**src/rtl/muldiv_pkg.sv**
```systemverilog
`default_nettype none
// ============================================================================
//  Module      : muldiv_pkg
//  Description : Shared types, constants and small helpers for the iterative
//                multiply/divide unit (op and state encodings, word types).
//  Revision    : 1.0 - initial release
// ============================================================================
package muldiv_pkg;

    typedef logic        bit_t;
    typedef logic [31:0] word_t;
    typedef logic [63:0] doubleword_t;

    typedef enum logic [1:0] {
        OP_MULT  = 2'd0,
        OP_MULTU = 2'd1,
        OP_DIV   = 2'd2,
        OP_DIVU  = 2'd3
    } muldiv_op_t;

    typedef enum logic [2:0] {
        ST_IDLE = 3'd0,
        ST_PREP = 3'd1,
        ST_ITER = 3'd2,
        ST_FIX  = 3'd3,
        ST_DONE = 3'd4
    } muldiv_state_t;

    localparam int unsigned MULDIV_ITERS = 32;
    localparam doubleword_t ZERO_DWORD   = 64'h0;

    // Two's-complement magnitude; 0x80000000 maps to itself, which is the
    // correct magnitude once read as unsigned.
    function automatic word_t abs_word(input word_t v);
        return v[31] ? (~v + 32'd1) : v;
    endfunction

    function automatic bit_t op_is_signed(input muldiv_op_t op);
        return (op == OP_MULT) || (op == OP_DIV);
    endfunction

    function automatic bit_t op_is_div(input muldiv_op_t op);
        return op[1];
    endfunction

endpackage
`default_nettype wire

```
**src/rtl/muldiv_if.sv**
```systemverilog
`default_nettype none
// ============================================================================
//  Module      : muldiv_if
//  Description : Request/result bundle between the issuing pipeline stage
//                (master) and the multiply/divide unit (slave).
//  Revision    : 1.0 - initial release
// ============================================================================
interface muldiv_if;
    import muldiv_pkg::*;

    bit_t        start;
    muldiv_op_t  op;
    word_t       opa;
    word_t       opb;
    bit_t        cancel;
    bit_t        busy;
    bit_t        result_valid;
    doubleword_t result;

    modport master (
        output start, op, opa, opb, cancel,
        input  busy, result_valid, result
    );

    modport slave (
        input  start, op, opa, opb, cancel,
        output busy, result_valid, result
    );

endinterface
`default_nettype wire

```
**src/rtl/muldiv_step.sv**
```systemverilog
`default_nettype none
// ============================================================================
//  Module      : muldiv_step
//  Description : One combinational iteration of the shared datapath.
//                Multiply: shift-add, consumes multiplier LSB held in acc_lo.
//                Divide  : restoring step, shifts dividend MSB out of acc_lo
//                          into the partial remainder, quotient bit into LSB.
//  Revision    : 1.0 - initial release
// ============================================================================
module muldiv_step
    import muldiv_pkg::*;
(
    input  wire bit_t  i_is_div,
    input  wire word_t i_acc_hi,   // mul: product high half / div: remainder
    input  wire word_t i_acc_lo,   // mul: multiplier bits   / div: dividend->quotient
    input  wire word_t i_oper,     // mul: multiplicand      / div: divisor
    output word_t      o_acc_hi,
    output word_t      o_acc_lo
);

    logic [32:0] w_sum;
    logic [32:0] w_prem;
    word_t       w_diff;
    bit_t        w_ge;

    // Single-iteration arithmetic for both op classes, selected by i_is_div
    always_comb begin
        w_sum  = {1'b0, i_acc_hi} + (i_acc_lo[0] ? {1'b0, i_oper} : 33'd0);
        w_prem = {i_acc_hi, i_acc_lo[31]};
        w_ge   = (w_prem >= {1'b0, i_oper});
        // When w_ge holds the true difference is below 2^32, so the low word suffices
        w_diff = w_prem[31:0] - i_oper;

        if (i_is_div) begin
            o_acc_hi = w_ge ? w_diff : w_prem[31:0];
            o_acc_lo = {i_acc_lo[30:0], w_ge};
        end else begin
            o_acc_hi = w_sum[32:1];
            o_acc_lo = {w_sum[0], i_acc_lo[31:1]};
        end
    end

endmodule
`default_nettype wire

```
**src/rtl/muldiv_unit.sv**
```systemverilog
`default_nettype none
// ============================================================================
//  Module      : muldiv_unit
//  Description : Iterative 32x32 MULT/MULTU/DIV/DIVU unit feeding HI/LO.
//                Fixed 34-edge latency from acceptance to the cycle in which
//                result_valid pulses; cancel aborts any operation in flight.
//  Revision    : 1.0 - initial release
// ============================================================================
module muldiv_unit
    import muldiv_pkg::*;
#(
    parameter int unsigned ITERS = MULDIV_ITERS
)(
    input  wire logic clk,
    input  wire logic rst_n,
    muldiv_if.slave   bus
);

    localparam int unsigned CNT_W = $clog2(ITERS);

    muldiv_state_t     state_q,  state_d;
    logic [CNT_W-1:0]  cnt_q,    cnt_d;
    muldiv_op_t        op_q,     op_d;
    word_t             opa_q,    opa_d;
    word_t             opb_q,    opb_d;
    word_t             oper_q,   oper_d;
    word_t             acc_hi_q, acc_hi_d;
    word_t             acc_lo_q, acc_lo_d;
    bit_t              neg_quot_q, neg_quot_d;
    bit_t              neg_rem_q,  neg_rem_d;
    bit_t              divz_q,     divz_d;
    doubleword_t       result_q,   result_d;

    word_t             w_step_hi;
    word_t             w_step_lo;
    bit_t              w_sa;
    bit_t              w_sb;
    word_t             w_mag_a;
    word_t             w_mag_b;
    doubleword_t       w_prod;

    muldiv_step u_step (
        .i_is_div (op_is_div(op_q)),
        .i_acc_hi (acc_hi_q),
        .i_acc_lo (acc_lo_q),
        .i_oper   (oper_q),
        .o_acc_hi (w_step_hi),
        .o_acc_lo (w_step_lo)
    );

    // Next-state, operand latch, iteration and sign-fix logic
    always_comb begin
        state_d    = state_q;
        cnt_d      = cnt_q;
        op_d       = op_q;
        opa_d      = opa_q;
        opb_d      = opb_q;
        oper_d     = oper_q;
        acc_hi_d   = acc_hi_q;
        acc_lo_d   = acc_lo_q;
        neg_quot_d = neg_quot_q;
        neg_rem_d  = neg_rem_q;
        divz_d     = divz_q;
        result_d   = result_q;

        w_sa    = op_is_signed(op_q) & opa_q[31];
        w_sb    = op_is_signed(op_q) & opb_q[31];
        w_mag_a = w_sa ? abs_word(opa_q) : opa_q;
        w_mag_b = w_sb ? abs_word(opb_q) : opb_q;
        w_prod  = {acc_hi_q, acc_lo_q};

        if (bus.cancel) begin
            // Flush wins over everything, including a simultaneous start
            state_d = ST_IDLE;
        end else begin
            case (state_q)
                ST_IDLE, ST_DONE: begin
                    if (bus.start) begin
                        state_d = ST_PREP;
                        op_d    = bus.op;
                        opa_d   = bus.opa;
                        opb_d   = bus.opb;
                    end else begin
                        state_d = ST_IDLE;
                    end
                end
                ST_PREP: begin
                    state_d    = ST_ITER;
                    cnt_d      = '0;
                    acc_hi_d   = '0;
                    neg_quot_d = w_sa ^ w_sb;
                    neg_rem_d  = w_sa;
                    divz_d     = op_is_div(op_q) && (opb_q == 32'd0);
                    if (op_is_div(op_q)) begin
                        acc_lo_d = w_mag_a;
                        oper_d   = w_mag_b;
                    end else begin
                        acc_lo_d = w_mag_b;
                        oper_d   = w_mag_a;
                    end
                end
                ST_ITER: begin
                    acc_hi_d = w_step_hi;
                    acc_lo_d = w_step_lo;
                    cnt_d    = cnt_q + CNT_W'(1);
                    if (cnt_q == CNT_W'(ITERS - 1)) begin
                        state_d = ST_FIX;
                    end
                end
                ST_FIX: begin
                    state_d = ST_DONE;
                    if (!op_is_div(op_q)) begin
                        result_d = neg_quot_q ? (ZERO_DWORD - w_prod) : w_prod;
                    end else if (divz_q) begin
                        // Divide by zero returns the raw dividend, not its magnitude
                        result_d = {opa_q, 32'hFFFF_FFFF};
                    end else begin
                        result_d = {neg_rem_q  ? (32'd0 - acc_hi_q) : acc_hi_q,
                                    neg_quot_q ? (32'd0 - acc_lo_q) : acc_lo_q};
                    end
                end
                default: state_d = ST_IDLE;
            endcase
        end
    end

    // State and datapath registers; reset discards any operation in flight
    always_ff @(posedge clk or negedge rst_n) begin
        if (!rst_n) begin
            state_q    <= ST_IDLE;
            cnt_q      <= '0;
            op_q       <= OP_MULT;
            opa_q      <= '0;
            opb_q      <= '0;
            oper_q     <= '0;
            acc_hi_q   <= '0;
            acc_lo_q   <= '0;
            neg_quot_q <= 1'b0;
            neg_rem_q  <= 1'b0;
            divz_q     <= 1'b0;
            result_q   <= ZERO_DWORD;
        end else begin
            state_q    <= state_d;
            cnt_q      <= cnt_d;
            op_q       <= op_d;
            opa_q      <= opa_d;
            opb_q      <= opb_d;
            oper_q     <= oper_d;
            acc_hi_q   <= acc_hi_d;
            acc_lo_q   <= acc_lo_d;
            neg_quot_q <= neg_quot_d;
            neg_rem_q  <= neg_rem_d;
            divz_q     <= divz_d;
            result_q   <= result_d;
        end
    end

    // Status decoded straight from the state register, so no input reaches it combinationally
    assign bus.busy         = (state_q == ST_PREP) || (state_q == ST_ITER) || (state_q == ST_FIX);
    assign bus.result_valid = (state_q == ST_DONE);
    assign bus.result       = result_q;

endmodule
`default_nettype wire

```
**src/flat_wrapper.sv**
```systemverilog
// flat-port wrapper written by rule: the top's interface ports become plain ports
module muldiv_unit_flat import muldiv_pkg::*;
#(
    parameter int unsigned ITERS = MULDIV_ITERS
)
  (clk, rst_n, bus_start, bus_op, bus_opa, bus_opb, bus_cancel, bus_busy, bus_result_valid, bus_result);
  muldiv_if bus_i ();
  input  wire logic clk;
  input  wire logic rst_n;
  input wire logic [$bits(bus_i.start)-1:0] bus_start;
  input wire logic [$bits(bus_i.op)-1:0] bus_op;
  input wire logic [$bits(bus_i.opa)-1:0] bus_opa;
  input wire logic [$bits(bus_i.opb)-1:0] bus_opb;
  input wire logic [$bits(bus_i.cancel)-1:0] bus_cancel;
  output wire logic [$bits(bus_i.busy)-1:0] bus_busy;
  output wire logic [$bits(bus_i.result_valid)-1:0] bus_result_valid;
  output wire logic [$bits(bus_i.result)-1:0] bus_result;
  assign bus_i.start = bus_start;
  assign bus_i.op = bus_op;
  assign bus_i.opa = bus_opa;
  assign bus_i.opb = bus_opb;
  assign bus_i.cancel = bus_cancel;
  assign bus_busy = bus_i.busy;
  assign bus_result_valid = bus_i.result_valid;
  assign bus_result = bus_i.result;
  muldiv_unit #(.ITERS(ITERS)) u_core (.clk(clk), .rst_n(rst_n), .bus(bus_i));
endmodule
```
**config.mk**
```make
export PLATFORM = sky130hd
export DESIGN_NAME = muldiv_unit_flat
export DESIGN_NICKNAME = d
export VERILOG_FILES = /design/src/rtl/muldiv_pkg.sv /design/src/rtl/muldiv_if.sv /design/src/rtl/muldiv_step.sv /design/src/rtl/muldiv_unit.sv /design/src/flat_wrapper.sv
export SDC_FILE = /design/constraint.sdc
export NUM_CORES = 1
export LEC_CHECK = 0
export BUFFER_PORTS_ARGS = -buffer_cell sky130_fd_sc_hd__buf_2
export CAP_MARGIN = 10
export CORE_MARGIN = 2
export CORE_UTILIZATION = 45
export CTS_CLUSTER_DIAMETER = 120
export CTS_CLUSTER_SIZE = 30
export DETAILED_ROUTE_END_ITERATION = 10
export PLACE_DENSITY = 0.64
export SYNTH_ARGS = -nofsm -noshare
export SYNTH_HDL_FRONTEND = slang
export SYNTH_HIERARCHICAL = 1
export SYNTH_SLANG_ARGS = --single-unit
```
**constraint.sdc**
```tcl
create_clock -name clk -period 3.2 [get_ports clk]
set_clock_uncertainty 0.1 [all_clocks]
set_input_delay 0.16 -clock clk [delete_from_list [all_inputs] [get_ports clk]]
set_output_delay 0.16 -clock clk [all_outputs]
set_load 0.01 [all_outputs]
```
[Word-level counts from Yosys, hierarchy flattened]
Index checks and enable logic that the tools add are counted.
Storage, ports and cells
  bits in registers: 237
  input port bits: 70
  output and inout bits: 66
  logic and storage cells: 69
Cells by class
  bitwise logic cells: 6
  $lt $le $gt $ge: 1
  mux-type cells: 22
  reductions and logical operators: 13
  add/subtract/negate cells: 8
  equality and inequality tests: 7
Operators with widths (count)
  32-bit two-way mux: 12
  64-bit two-way mux: 3
  32-bit one-hot mux with 2 select lines: 2
  32-bit by 1-bit adder with 32-bit output, second input constant: 2
  32-bit inverter: 2
  1-bit by 32-bit subtractor with 32-bit output, first input constant: 2
  1-bit by 64-bit subtractor with 64-bit output, first input constant: 1
  32-bit by 33-bit adder with 33-bit output: 1
  33-bit by 32-bit greater-or-equal comparator with 1-bit output: 1
  32-bit zero test: 1
  32-bit subtractor: 1
  3-bit one-hot mux with 4 select lines: 1
  5-bit one-hot mux with 2 select lines: 1
  3-bit by 2-bit equality test with 1-bit output, second input constant: 2
  3-bit two-way mux: 2
  2-bit AND reduction: 3
  5-bit by 1-bit adder with 5-bit output, second input constant: 1
  5-bit equality test, second input constant: 1
  3-bit by 1-bit equality test with 1-bit output, second input constant: 1
  3-bit equality test, second input constant: 1
  3-bit zero test: 1
  1-bit logical OR: 3
  3-bit by 2-bit != test with 1-bit output, second input constant: 1
  3-bit AND reduction: 1
  9 further kinds: 10

[Longest topological paths before layout]
  depth in word-level cells: 6
  gate-level depth with buffers: 15
  depth with buffers taken out: 14

[Hierarchy]
Netlist, hierarchy kept.
By module, submodules not included
  muldiv_unit: area an instance 13973.4 um2, seq. area each 5930.7 um2, instances 1, cells an instance 1557
  muldiv_step: area an instance 4921.0 um2, seq. area each 0.0 um2, instances 1, cells an instance 708

[Worst setup path after synthesis]
Ideal clock, no wire load.
  path kind: register -> register
  start point: register u_core.acc_lo_q[0]
  end point: register u_core.acc_hi_q[31]
  setup time: 0.121 ns
  clock period less this slack: 3.140 ns
  cell stages (with the launch flop): 14
  data required time: 2.979 ns
  buffers on the path: 1
  slack: 0.060 ns
  data arrival time: 2.919 ns
  cells stage by stage: dfrtp_1 clkbuf_1 and2_1 ha_1 fa_1 a21oi_1 o22ai_1 o211ai_1 nor2_1 a211oi_1 o31ai_1 a31oi_1 o22ai_1 a22o_1
On the way
  word-level cells in the longest chain between the ends: 4
Ends and longest elaborated chain
  from (decl): line muldiv_unit.sv:28  | word_t acc_lo_q, acc_lo_d;
  from (signal assigned): line muldiv_unit.sv:150  | acc_lo_q <= acc_lo_d;
  32-bit two-way mux: line muldiv_step.sv:28  | w_sum = {1'b0, i_acc_hi} + (i_acc_lo[0] ? {1'b0, i_oper} : 33'd0);
  32-bit by 33-bit adder with 33-bit output: line muldiv_step.sv:28
  32-bit two-way mux: line muldiv_step.sv:34  | if (i_is_div) begin
  named net u_core.w_step_hi[31]: line muldiv_unit.sv:34  | word_t w_step_hi;
  32-bit one-hot mux with 2 select lines: line muldiv_unit.sv:76  | case (state_q)
  to (signal assigned): line muldiv_unit.sv:149  | acc_hi_q <= acc_hi_d;
  to (decl): line muldiv_unit.sv:27  | word_t acc_hi_q, acc_hi_d;
The timed path passes the listed nets, and every way through them passes these cells.
A chain may end at the register's enable or synchronous reset.

[Worst setup path after layout]
Ends and elaborated chain as after synthesis.

==> out/results.tsv <==
stage	metric	value	unit
floorplan	standard-cell rows	75	
timing	smallest setup slack after layout	-0.0576	ns
job	max-cap check violation count	0	
drt	number of DRC markers after the initial detailed-route iteration	2243	
drt	post-detailed-route count of antenna-violating nets	0	
floorplan	Core Region	41700	um2
timing	count of pins over their slew limit	0	
floorplan	die area	43600	um2
clock_tree	number of H-tree branching levels	1	
synth	cell count after synthesis	2265	
pwr	power consumption	25.4	mW
floorplan	starting utilization of the core area	0.453	
critical_path	launching element type of the critical path	flop	
global_routing	GRT Util Overall	0.351	
floorplan	count of boundary I/O pins	136	
clock_tree	clock latency of the later-clocked register in the worst-skew pair	0.52	ns
critical_path	arrival time at the worst endpoint	3.56	ns
synth	number of register bits inferred by synthesis	237	
timing	fraction of the cycle the final worst path needs	1.02	
final_layout	most common cell after layout, fill and taps aside	buf_4	
clock_tree	TritonCTS clock tree	built	
synth	number of nets produced by synthesis	2407	
hold_path	Hold Path Stages	4	
clock_tree	clock edge transition at the registers on the reported setup and hold paths	0.12	ns
floorplan	DIE HEIGHT	209	um
critical_path	launch point of the worst path	u_core/acc_lo_q[0]	
clock_tree	TritonCTS buffer count	12	
timing	Worst slew margin	0.116	
placement	estimated wirelength of the detail-placed design	60000	um
timing	unrepaired setup endpoints after global routing	true	
critical_path	Worst EP required	3.50	ns
drt	total via count after detailed routing	19900	
timing	number of setup violations in the final report	6	
global_routing	first-pass GRT wire length	117000	um
global_routing	antenna violations before repair	0	
clock_tree	worst-case clock buffer depth	3	
synth	Cell Area, Synth	18900	um2
floorplan	width of the die	209	um
timing	shortest period the worst path allows	3.26	ns
synth	number of different library cells in the post-synthesis netlist	94	
global_routing	gr ovfl total	0	
critical_path	Critical Path End Type	flop	
pwr	leak pwr	10.3	nW
drt	Residual DRC	0	
pwr	Power Density	1080	nW/um2
global_routing	via count of the first global-routing pass	19000	
synth	fraction of registers with async set/reset	1.00	
hold_path	Hold Path End	u_core/state_q[1]	
synth	warning count from the yosys run	6	
critical_path	depth of the worst register-to-register path	13	
final_layout	n_diodes	0	
global_routing	pin count of the biggest net entering global routing	102	
drt	average wire per standard cell	24.9	um
run_status	violated checks	negative setup slack	
critical_path	end of the worst register-to-register path	u_core/acc_hi_q[31]	
run_status	result of the run	complete, but fails checks	
placement	count of buffers inserted at the top-level ports	135	
placement	RD Place Congestion	1.01	
hold_path	start point of the worst min-delay path	bus_cancel	
placement	Post-Place Cells	3046	
clock_tree	clock tree root buffer cell	clkbuf_16	
final_layout	Seq. cell area	5940	um2
pwr	highest ir drop seen on vdd	0.000440	V
final_layout	final non-filler cell total	3149	
critical_path	critical path start-end classification	reg -> reg	
clock_tree	Clock Sinks	237	
final_layout	commonest non-fill, non-tap cells in the layout	buf_4, dfrtp_1, nor2_1, nand2_1, a21oi_1	
drt	final routed wirelength across all metal layers	78500	um
synth	Post-synth EDFFs	0	
critical_path	beginning of the worst register-to-register path	u_core/acc_lo_q[0]	
timing	actual transition at the worst max-transition pin	1.32	ns
final_layout	area grow syn2layout	24.4	%
final_layout	fraction of final layout cells sized beyond drive strength 1	0.252	
final_layout	filler cell count	3854	
timing	highest clock rate	307	MHz
critical_path	register-to-register path setup slack	-0.06	ns
hold_path	HP Class	in -> reg	
synth	sequential cell area fraction in the yosys report	0.314	
drt	DRT Pass-1 Iters	5	
final_layout	Multi-input gate area	12700	um2
drt	via count normalized by instance count	6.31	
synth	synthesized area divided by synthesized cell count	8.34	um2
synth	most used flip-flop cell after synthesis	dfrtp_1	
timing	final hold viol count	0	
critical_path	critical path peak fanout	5	
final_layout	final net count	2747	
## layer usage
metal | track usage | routed length, um | vias to the layer above
met2 | 0.549 | 34500 | 1066
li1 | - | - | 8946
met3 | 0.0546 | 6740 | 208
met4 | 0.157 | 4370 | 0
met5 | 0 | 0 | -
met1 | 0.481 | 32900 | 9660
## cell type report
| cell class | instances | share of cell area |
|---|---|---|
| flip-flops and latches | 237 | 0.253 |
| clock inverters | 5 | 0.00287 |
| clock buffers | 14 | 0.0144 |
| repair buffers | 478 | 0.150 |
| inverters | 73 | 0.0117 |
| multi-input cells | 1803 | 0.540 |
| well taps | 539 | 0.0287 |
## sequential cells by signal, indices dropped and copies added (netlist names)
| name | cells |
|---|---|
| u_core/op_q | 2 |
| u_core/acc_lo_q | 32 |
| u_core/opa_q | 32 |
| u_core/acc_hi_q | 32 |
| u_core/divz_q | 1 |
| u_core/opb_q | 32 |
| u_core/neg_rem_q | 1 |
| u_core/oper_q | 32 |
| u_core/neg_quot_q | 1 |
| u_core/cnt_q | 5 |
| u_core/bus.result | 64 |
| u_core/state_q | 3 |
## worst max path at each step
| stage | end | slack, ns | cells after the start |
|---|---|---|---|
| after global routing | u_core/acc_hi_q[25] | -0.11 | 15 |
| after CTS | u_core/acc_hi_q[31] | -0.05 | 14 |
| after floorplan | u_core/acc_hi_q[31] | 0.06 | 13 |
| after global placement | u_core/acc_hi_q[31] | -0.25 | 14 |
| final | u_core/acc_hi_q[31] | -0.06 | 13 |
| after detailed placement | u_core/acc_hi_q[31] | -0.21 | 14 |
## logic make-up after synthesis
family,Yosys count,share of synthesized area
AO/OA/AOI/OAI,660,0.226
XOR/XNOR,172,0.0797
adder cells (fa/ha/maj),72,0.0485
buffers and inverters,225,0.0483
flip-flops,237,0.314
multiplexers,149,0.0850
AND/OR/NAND/NOR,750,0.199
## cells in the mapped netlist (8+ instances only)
library cell | count | area (um2)
mux2i_1 | 58 | 581
xor2_1 | 92 | 806
nand4_1 | 23 | 144
a221oi_1 | 9 | 78.8
nor2_1 | 201 | 754
nand2_1 | 196 | 736
a41oi_1 | 8 | 70.1
o221ai_1 | 14 | 123
a21oi_1 | 185 | 926
buf_2 | 11 | 55.1
a31oi_1 | 46 | 288
o211ai_1 | 24 | 180
and3_1 | 21 | 131
a211oi_1 | 18 | 135
ha_1 | 70 | 876
nor4_1 | 24 | 150
a22oi_1 | 9 | 67.6
and2_1 | 47 | 294
nand3_1 | 48 | 240
mux2_2 | 91 | 1020
nor2b_1 | 20 | 125
a22o_1 | 24 | 210
nand2b_1 | 26 | 163
inv_1 | 70 | 263
or4_1 | 17 | 128
o21ai_1 | 10 | 50.1
o41ai_1 | 8 | 70.1
clkbuf_1 | 120 | 450
a21o_1 | 35 | 263
o31ai_1 | 32 | 240
o22ai_1 | 16 | 100
dfrtp_1 | 237 | 5930
o21a_1 | 14 | 105
nor3_1 | 53 | 265
or3_1 | 24 | 150
xnor2_1 | 80 | 701
o21ai_0 | 137 | 686
buf_1 | 13 | 48.8
## per-stage QoR
step	TNS (ns)	hold slack [ns]	setup slack [ns]	utilization	cell area, um2
detailed placement	-1.09	0.168	-0.210	0.520	21700
global route	-0.674	0.157	-0.107	0.564	23500
finish	-0.183	0.135	-0.0576	0.564	23500
CTS	-0.0509	0.111	-0.0509	0.552	23000
floorplan	0	-0.236	0.0604	-	18900
global placement	-1.19	0.162	-0.247	0.520	21700
## worst max-delay path: stages, from the launching register on
cell and delay [ns]:
dfrtp_2 0.48, buf_4 0.17, and2_4 0.15, fa_2 0.41, a21oi_2 0.17, o22ai_2 0.09
o211ai_1 0.32, buf_4 0.22, nor2_4 0.05, a211oi_4 0.30, o31ai_4 0.11, a31oi_1 0.21
o22ai_1 0.12, a22o_1 0.23
## repair_timing
item	CTS	global route
cloned	1	0
hold buffers	67	0
pin swaps	17	42
endpoints found under the hold margin	162	0
buffers inserted	6	11
endpoints found under the setup margin	18	44
resized for setup	40	81
## report_power, final
group	switching (mW)	total, mW	internal (mW)
clock network	1.11	1.99	0.870
registers	1.26	5.34	4.08
logic	10.3	18.1	7.77
(Power assumes the default switching activity.)
